[src/rtl/dispatch_buffer_pkg.sv]
// Shared definitions for the dispatch stage: uop bundle layout, issue-queue
// bus types and the default buffer depth.
package dispatch_buffer_pkg;

    localparam int DISPATCH_DEPTH = 4;

    typedef enum logic [1:0] {
        ALU = 2'd0,
        LSU = 2'd1,
        MDU = 2'd2
    } bus_type_e;

    typedef struct packed {
        logic       valid;
        bus_type_e  busType;
        logic [7:0] tag;
        logic [31:0] payload;
    } UOPBundle;

    // Encodings that name no issue queue are routed to the ALU.
    function automatic bus_type_e normalize_bus(input bus_type_e bus);
        bus_type_e result;
        case (bus)
            LSU:     result = LSU;
            MDU:     result = MDU;
            default: result = ALU;
        endcase
        return result;
    endfunction

endpackage

[src/rtl/dispatch_buffer_fifo.sv]
// Circular uop storage with head/tail pointers and an occupancy count.
// Callers guarantee enqueues never exceed free space and dequeues never exceed count.
module dispatch_fifo
    import dispatch_buffer_pkg::*;
#(
    parameter int DEPTH = DISPATCH_DEPTH,
    localparam int PW = $clog2(DEPTH),
    localparam int CW = PW + 1
) (
    input  logic          clk,
    input  logic          rst,
    input  logic          flush,
    input  logic [1:0]    enq_count,
    input  UOPBundle      enq_data0,
    input  UOPBundle      enq_data1,
    input  logic [1:0]    deq_count,
    output UOPBundle      head0_entry,
    output UOPBundle      head1_entry,
    output logic [CW-1:0] count
);

    UOPBundle        entries [DEPTH];
    logic [PW-1:0]   head;
    logic [PW-1:0]   tail;
    logic [PW-1:0]   head_plus1;
    logic [PW-1:0]   tail_plus1;

    assign head_plus1  = head + PW'(1);
    assign tail_plus1  = tail + PW'(1);
    assign head0_entry = entries[head];
    assign head1_entry = entries[head_plus1];

    // Pointers wrap for free because DEPTH is a power of two.
    always_ff @(posedge clk or posedge rst) begin
        if (rst) begin
            head  <= '0;
            tail  <= '0;
            count <= '0;
            for (int i = 0; i < DEPTH; i++) begin
                entries[i] <= '0;
            end
        end else if (flush) begin
            head  <= '0;
            tail  <= '0;
            count <= '0;
        end else begin
            if (enq_count != 2'd0) begin
                entries[tail] <= enq_data0;
            end
            if (enq_count == 2'd2) begin
                entries[tail_plus1] <= enq_data1;
            end
            tail  <= tail + PW'(enq_count);
            head  <= head + PW'(deq_count);
            count <= count + CW'(enq_count) - CW'(deq_count);
        end
    end

endmodule

[src/rtl/dispatch_buffer.sv]
// Dispatch buffer: decouples rename from the ALU/LSU/MDU issue queues and
// dispatches up to two uops per cycle strictly in program order.
module dispatch_buffer
    import dispatch_buffer_pkg::*;
#(
    parameter int DEPTH = DISPATCH_DEPTH,
    localparam int CW = $clog2(DEPTH) + 1
) (
    input  logic     clk,
    input  logic     rst,
    input  logic     flush,
    input  UOPBundle inst0_in,
    input  UOPBundle inst1_in,
    output logic     stall_out,
    input  logic     alu_ready,
    input  logic     lsu_ready,
    input  logic     mdu_ready,
    output UOPBundle alu_uop,
    output UOPBundle lsu_uop,
    output UOPBundle mdu_uop,
    output logic     alu_fire,
    output logic     lsu_fire,
    output logic     mdu_fire
);

    logic [CW-1:0] count;
    logic [1:0]    enq_count;
    logic [1:0]    deq_count;
    UOPBundle      enq_data0;
    UOPBundle      enq_data1;
    UOPBundle      head0;
    UOPBundle      head1;
    bus_type_e     head0_bus;
    bus_type_e     head1_bus;
    logic          head0_ready;
    logic          head1_ready;
    logic          fire0;
    logic          fire1;

    function automatic logic queue_ready(input bus_type_e bus, input logic a,
                                         input logic l, input logic m);
        logic r;
        case (bus)
            LSU:     r = l;
            MDU:     r = m;
            default: r = a;
        endcase
        return r;
    endfunction

    // Stall keeps two free slots so a full pair can always be accepted.
    assign stall_out = (count > CW'(DEPTH - 2));

    // A lone valid inst1 is compacted into the first write slot.
    always_comb begin
        enq_count = 2'd0;
        enq_data0 = inst0_in;
        enq_data1 = inst1_in;
        if (!stall_out && !flush) begin
            enq_count = {1'b0, inst0_in.valid} + {1'b0, inst1_in.valid};
            if (!inst0_in.valid) begin
                enq_data0 = inst1_in;
            end
        end
    end

    dispatch_fifo #(.DEPTH(DEPTH)) u_fifo (
        .clk         (clk),
        .rst         (rst),
        .flush       (flush),
        .enq_count   (enq_count),
        .enq_data0   (enq_data0),
        .enq_data1   (enq_data1),
        .deq_count   (deq_count),
        .head0_entry (head0),
        .head1_entry (head1),
        .count       (count)
    );

    assign head0_bus   = normalize_bus(head0.busType);
    assign head1_bus   = normalize_bus(head1.busType);
    assign head0_ready = queue_ready(head0_bus, alu_ready, lsu_ready, mdu_ready);
    assign head1_ready = queue_ready(head1_bus, alu_ready, lsu_ready, mdu_ready);

    // head1 may only go alongside head0, and only to a different queue.
    always_comb begin
        fire0 = !flush && (count != '0) && head0_ready;
        fire1 = fire0 && (count > CW'(1)) && (head1_bus != head0_bus) && head1_ready;
        deq_count = {1'b0, fire0} + {1'b0, fire1};
    end

    always_comb begin
        alu_uop  = '0;
        lsu_uop  = '0;
        mdu_uop  = '0;
        alu_fire = 1'b0;
        lsu_fire = 1'b0;
        mdu_fire = 1'b0;
        if (fire0) begin
            case (head0_bus)
                LSU:     begin lsu_uop = head0; lsu_fire = 1'b1; end
                MDU:     begin mdu_uop = head0; mdu_fire = 1'b1; end
                default: begin alu_uop = head0; alu_fire = 1'b1; end
            endcase
        end
        if (fire1) begin
            case (head1_bus)
                LSU:     begin lsu_uop = head1; lsu_fire = 1'b1; end
                MDU:     begin mdu_uop = head1; mdu_fire = 1'b1; end
                default: begin alu_uop = head1; alu_fire = 1'b1; end
            endcase
        end
    end

endmodule

[config.mk]
export PLATFORM = sky130hd
export DESIGN_NAME = dispatch_buffer
export DESIGN_NICKNAME = d
export VERILOG_FILES = /design/src/rtl/dispatch_buffer_pkg.sv /design/src/rtl/dispatch_buffer_fifo.sv /design/src/rtl/dispatch_buffer.sv
export SDC_FILE = /design/constraint.sdc
export NUM_CORES = 1
export LEC_CHECK = 0
export ABC_CLOCK_PERIOD_IN_PS = 8560
export BUFFER_PORTS_ARGS = -buffer_cell sky130_fd_sc_hd__buf_2
export CAP_MARGIN = 20
export CORE_UTILIZATION = 58
export DETAILED_ROUTE_END_ITERATION = 10
export GPL_TIMING_DRIVEN = 0
export PLACE_DENSITY = 0.82
export SLEW_MARGIN = 20
export SYNTH_ARGS = -nofsm -noshare
export SYNTH_HDL_FRONTEND = slang
export SYNTH_SLANG_ARGS = --single-unit
export TNS_END_PERCENT = 1
[constraint.sdc]
create_clock -name clk -period 8.56 [get_ports clk]
set_clock_uncertainty 0.2 [all_clocks]
set_input_delay 2.14 -clock clk [delete_from_list [all_inputs] [get_ports clk]]
set_output_delay 2.14 -clock clk [all_outputs]
set_load 0.01 [all_outputs]
==> results of run 1 <==
==> cell families (layout without fill, tap and decap cells) <==
family	Yosys count	count (layout)	synth area share (%)
buffers and inverters	265	522	8.88
and+or+nand+nor	419	419	14.6
muxes	259	259	24.9
xor gates and xnor gates	8	8	0.549
adders and majority gates	15	15	1.59
DFF	179	179	35.1
AOI/OAI and AO/OA	237	237	14.4
==> registers in the layout (all words and copies together) (netlist names) <==
| name | flops |
|---|---|
| u_fifo.count | 3 |
| u_fifo.entries | 172 |
| u_fifo.head | 2 |
| u_fifo.tail | 2 |
==> power breakdown <==
group	switching, uW	internal (uW)
logic	1310	995
registers	362	1260
clock network	392	387
total	2070	2650
==> final cells by class <==
| type | instances | area share, % |
|---|---|---|
| inverters | 142 | 3.64 |
| repair buffers | 225 | 7.74 |
| clock buffers | 17 | 2.87 |
| well taps | 275 | 2.32 |
| multi-input cells | 938 | 48.2 |
| clock inverters | 15 | 0.978 |
| plain buffers | 123 | 4.05 |
| flip-flops and latches | 179 | 30.2 |
==> worst paths after layout <==
check / start / end / slack [ns] / depth (start not counted)
worst max-delay path: u_fifo.head[0]$_DFF_PP0_ / mdu_uop[4] / 1.27 / 13
worst min-delay path: u_fifo.entries[85]$_DFFE_PP0N_ / u_fifo.entries[85]$_DFFE_PP0N_ / 0.34 / 1
worst max register to register: u_fifo.head[0]$_DFF_PP0_ / u_fifo.count[2]$_DFF_PP0_ / 3.40 / 17
worst min register to register: u_fifo.entries[85]$_DFFE_PP0N_ / u_fifo.entries[85]$_DFFE_PP0N_ / 0.34 / 1
max in group asynchronous: rst / u_fifo.entries[66]$_DFFE_PP0N_ / 5.69 / 3
min in group asynchronous: rst / u_fifo.entries[91]$_DFFE_PP0N_ / 1.53 / 2
==> cells in the mapped netlist (2+ instances only) <==
master / number
dfrtp_1: 179
nor2_1: 175
mux2i_1: 173
inv_1: 141
nand2_1: 92
nand3_1: 84
o22ai_1: 84
clkbuf_1: 65
o21ai_0: 45
mux2_2: 43
mux4_2: 43
nand2b_1: 43
a222oi_1: 42
o221a_2: 42
buf_2: 33
ha_1: 13
buf_6: 10
nor3_1: 8
buf_1: 6
xnor2_1: 6
a21oi_1: 5
buf_4: 5
nand4_1: 5
clkbuf_2: 4
a211oi_2: 3
nor2b_1: 3
o21a_1: 3
fa_1: 2
o21ai_1: 2
o32a_1: 2
or3_1: 2
xor2_1: 2
==> through the flow <==
| stage | utilization [%] | hold WS [ns] | total power, uW | TNS (ns) |
|---|---|---|---|---|
| floorplan | - | 0.276 | 3130 | 0 |
| global placement | 66.9 | 0.296 | 3740 | -124.30 |
| detailed placement | 67.1 | 0.312 | 3860 | 0 |
| CTS | 69.7 | 0.328 | 4630 | 0 |
| global route | 69.7 | 0.357 | 4960 | 0 |
| finish | 69.7 | 0.335 | 4710 | 0 |
==> layer usage <==
layer	up-vias	part of all wire [%]
li1	5441	-
met1	6114	35
met2	1067	47
met3	190	14
met4	2	4.4
met5	-	0.067
==> flow_summary_export.csv, run 1 <==
group,metric,value,unit
route,drtPass1Iterations,7,
grt,antenna_found_initial,0,
floorplanning,chipWidth,150,um
timing,fin_crit_sh,85.1,%
setup_path,crit_type,"reg -> out",
power,max-vdd-ir-drop,0.202,mV
cts,cts_buffers,17,
route,drtIter0Drc,1791,
route,drcViolationCount,0,
synthesis,synth_edf_count,0,
run,maxCapViolations,0,
cts,ctsLongestPathBuffers,2,
final_layout,drive_gt1_share,27.3,%
cts,post_cts_resized,0,
grt,grt_overflow,0,
synthesis,yosys_warnings,0,
final_layout,post-route-cell-area,14800,um^2
timing,worst_slack,1.27,ns
timing,rsz0062_at_grt,"false",
hold_path,hold_path_class,"reg -> reg",
floorplanning,rows,53,
final_layout,instances_no_fill,1914,
route,ant_nets,0,
synthesis,avgSynthCellArea,9.24,um^2
setup_path,crit_path_max_fanout,10,
cts,cts_sinks,179,
floorplanning,core_area,21300,um^2
cts,post_cts_buffers,0,
setup_path,timing.critical_path.mode_cell,"buf_2",
cts,cts_tree,"yes",
final_layout,fin_nets,1733,
cts,clockRootBuffer,"clkbuf_16",
timing,slew_headroom,26.2,%
route,vias_per_cell,6.69,
grt,grt_usage,40.5,%
synthesis,syn_inst,1382,
setup_path,max_stage_delay,0.70,ns
synthesis,yosys-top-cells-area,"dfrtp_1 (35%), mux2i_1 (14%), mux4_2 (7.6%), nor2_1 (5.1%), inv_1 (4.1%)",
floorplanning,boundaryPins,225,
grt,use_met2,63.9,%
grt,grt_pass1_vias,12600,
timing,worst_pin_slew,1.10,ns
final_layout,ff_latch_area,4480,um^2
synthesis,ys_seq_area_share,35.1,%
timing,setup_viol,0,
place,hpwl,31000,um
route,num_vias,12800,
cts,ctsHtreeMaxLevel,4,
place,dp_slack,1.75,ns
setup_path,worst_setup_path_end_kind,"output port",
final_layout,final_common_cell,"buf_2",
cts,clk_latency,0.45,ns
grt,grt_use_met3,9.58,%
synthesis,synthFlopType,"dfrtp_1",
synthesis,syn_area,12800,um^2
status,status,"complete, no violations",
synthesis,synth_nets,1489,
power,power_density,318,nW/um^2
synthesis,yosys_register_bits,179,
setup_path,path_buf_inv,6,
setup_path,slowest_stage,"o21ai_0",
place,post-place-cells,1882,
route,drt_wl_total,45000,um
route,post_drt_wl_per_cell,23.5,um
setup_path,required,6.22,ns
grt,grt_pass1_wl,68600,um
setup_path,cp_cell_sequence,"buf_2 -> buf_2 -> mux2_2 -> o21ai_0 -> inv_1 -> ha_1 -> a221oi_1 -> a21oi_1 -> nand4_1 -> buf_2 -> buf_2 -> mux2i_1 -> buf_2",
setup_path,critPathArrivalTime,4.95,ns
timing,fin_crit,7.29,ns
setup_path,critical_path.top_delay_family,"buffers and inverters",
floorplanning,die_y,150,um
final_layout,multi_input_area,7160,um^2
final_layout,fillers,1663,
synthesis,yosys.area.top_type_share,35.1,%
cts,clk_pin_slew,0.07,ns
grt,grt_max_degree,107,
final_layout,syn2layout_area_growth,16.2,%
synthesis,async_flop_share,100,%
synthesis,ys_types,49,
setup_path,start_kind,"flop",
cts,cts_hold_buf,0,
grt,busiest_layer,"met2",
final_layout,layout_common_cells,"buf_2 (257), dfrtp_1 (179), nor2_1 (175)",
floorplanning,design.die.area,22600,um^2
place,gp_congestion,0.924,
timing,hold_viol,0,
timing,max_freq,0.137,GHz
timing,slew_viol_final,0,
power,total_leakage_power,0.00761,uW
place,place_area,14300,um^2
floorplanning,start_util,60.0,%
place,io_buffers,224,
synthesis,yosysTopAreaCell,"dfrtp_1",
final_layout,n_antenna_cell,0,
grt,grt_use_met1,50.9,%
Note: power is estimated with default switching activity, not from simulation.
==> run 2: changes to the inputs <==
--- a/config.mk
+++ b/config.mk
@@ -6,12 +6,13 @@
 export NUM_CORES = 1
 export LEC_CHECK = 0
 export ABC_CLOCK_PERIOD_IN_PS = 8560
-export BUFFER_PORTS_ARGS = -buffer_cell sky130_fd_sc_hd__buf_2
 export CAP_MARGIN = 20
-export CORE_UTILIZATION = 58
+export CORE_UTILIZATION = 67
+export CTS_BUF_LIST = sky130_fd_sc_hd__clkbuf_8
 export DETAILED_ROUTE_END_ITERATION = 10
+export DONT_BUFFER_PORTS = 1
 export GPL_TIMING_DRIVEN = 0
-export PLACE_DENSITY = 0.82
+export PLACE_DENSITY = 0.83
 export SLEW_MARGIN = 20
 export SYNTH_ARGS = -nofsm -noshare
 export SYNTH_HDL_FRONTEND = slang
==> run 2 against run 1 <==
  * Worst setup slack better by 0.25 ns
  * Power down 8.5%
  * Register-to-register slack better by 0.13 ns
  * Core utilization up 2.4 points
  * Sequential power about the same
  * Die area down 13%
  * Clock power down 29%
  * Critical endpoint is now mdu_uop[14]
  * Largest power group unchanged
==> flow_summary_export.csv, run 2 (same netlist as run 1, synthesis figures left out) <==
group,metric,value,unit
hold_path,hold_path_class,"reg -> reg",
grt,grt_pass1_vias,11400,
setup_path,reg2regPathDepth,18,
timing,slew_viol_final,0,
final_layout,syn2layout_area_growth,5.58,%
final_layout,fillers,1443,
timing,worst_pin_slew,1.17,ns
power,total_leakage_power,0.00643,uW
timing,slew_headroom,21.6,%
timing,fin_crit_sh,82.3,%
setup_path,r2r-start,"u_fifo.head[0]$_DFF_PP0_",
place,gp_congestion,0.950,
final_layout,largest_reg_flops,172,
place,io_buffers,0,
final_layout,drive_gt1_share,15.8,%
cts,ctsHtreeMaxLevel,4,
setup_path,crit_path_max_fanout,10,
floorplanning,chipWidth,140,um
hold_path,min_to,"u_fifo.entries[42]$_DFFE_PP0N_",
final_layout,fin_nets,1510,
power,finalPower,4320,uW
setup_path,start_kind,"flop",
place,hpwl,29000,um
setup_path,max_stage_delay,0.63,ns
setup_path,worst_setup_path_end_kind,"output port",
setup_path,required,6.22,ns
final_layout,n_antenna_cell,0,
cts,cts_hold_buf,0,
route,drtIter0Drc,1673,
grt,antenna_found_initial,0,
setup_path,critPathArrivalTime,4.70,ns
setup_path,rrSetupSlack,3.53,ns
timing,max_freq,0.142,GHz
cts,cts_sinks,179,
route,drtPass1Iterations,7,
route,drcViolationCount,0,
route,ant_nets,0,
route,drt_wl_total,42100,um
timing,final.setup.tns,0,ns
cts,cts_buffers,17,
hold_path,hold_depth,1,
setup_path,crit_type,"reg -> out",
final_layout,top_regs,"u_fifo.entries x172, u_fifo.count x3",
setup_path,timing.critical_path.mode_cell,"buf_2",
setup_path,slowest_stage,"o21ai_0",
final_layout,final_common_cell,"dfrtp_1",
setup_path,cp_cell_sequence,"buf_2 -> buf_2 -> mux2_2 -> o21ai_0 -> inv_1 -> ha_1 -> a221oi_1 -> a21oi_1 -> nand4_1 -> buf_2 -> buf_2 -> mux2i_1",
floorplanning,rows,50,
route,post_drt_wl_per_cell,25.5,um
cts,clockRootBuffer,"clkbuf_8",
floorplanning,die_y,140,um
run,maxCapViolations,0,
cts,post_cts_buffers,0,
cts,post_cts_resized,0,
final_layout,final_util,72.1,%
grt,grt_max_degree,75,
timing,hold_viol,0,
cts,cts_tree,"yes",
floorplanning,boundaryPins,225,
route,num_vias,11800,
grt,grt_overflow,0,
timing,rsz0062_at_grt,"false",
grt,grt_usage,43.3,%
hold_path,min_from,"u_fifo.entries[42]$_DFFE_PP0N_",
floorplanning,start_util,68.3,%
cts,ctsLongestPathBuffers,2,
final_layout,layout_common_cells,"dfrtp_1 (179), nor2_1 (175), mux2i_1 (173)",
timing,setup_viol,0,
cts,clk_latency,0.47,ns
route,vias_per_cell,7.15,
power,max-vdd-ir-drop,0.149,mV
floorplanning,design.die.area,19600,um^2
timing,fin_crit,7.04,ns
cts,clk_pin_slew,0.09,ns
floorplanning,core_area,18700,um^2
grt,grt_pass1_wl,64200,um
status,status,"complete, no violations",
final_layout,top_register,"u_fifo.entries",
setup_path,timing.rr.end,"u_fifo.count[2]$_DFF_PP0_",
power,power_density,320,nW/um^2
run 2: final cells by class:
cell class	count	area, um^2	share of cell area, %
multi-input combinational	938	7160	53.1
timing repair buffer	2	55.1	0.408
clock buffer	20	275	2.04
sequential	179	4480	33.2
tap	234	293	2.17
inverter	142	541	4.01
buffer	123	602	4.46
clock inverter	12	82.6	0.612
run 2: worst max-delay path by stage:
stage	slack (ns)	startpoint	cells past startpoint	endpoint
final	1.52	u_fifo.head[0]$_DFF_PP0_	12	mdu_uop[14]
after global routing	1.33	u_fifo.head[0]$_DFF_PP0_	12	mdu_uop[14]
after CTS	1.58	u_fifo.head[0]$_DFF_PP0_	12	mdu_uop[14]
after detailed placement	1.92	flush	5	alu_uop[1]
after global placement	-0.65	rst	1	u_fifo.entries[26]$_DFFE_PP0N_
after floorplan	1.36	rst	1	u_fifo.count[0]$_DFF_PP0_
run 2: power by group:
group	internal, uW	switching (uW)	leakage, uW	total, uW
clock	223	329	0.000175	552
sequential	1260	351	0.00209	1610
combinational	911	1240	0.00417	2150
run 2: layer usage:
layer	share of wire, %	global-route usage (%)
met4	5.0	23.8
met3	14	14.1
met2	46	68.2
met5	0	0
met1	35	52.9
run 2: critical path: cells and delay by family, from the launching register on:
family,cells,cell delay [ns]
mux,2,0.82
simple gates,1,0.10
buf+inv,5,1.59
compound gates,3,0.99
flops,1,0.43
fa+ha+maj,1,0.27
run 2: metrics by stage:
stage	setup WS, ns	std cells	cell area (um^2)	hold WS (ns)
CTS	1.58	1650	13500	0.336
global placement	-0.652	1616	13100	0.298
floorplan	1.36	1382	12800	0.276
detailed placement	1.92	1618	13100	0.317
finish	1.52	1650	13500	0.336
global route	1.33	1650	13500	0.364
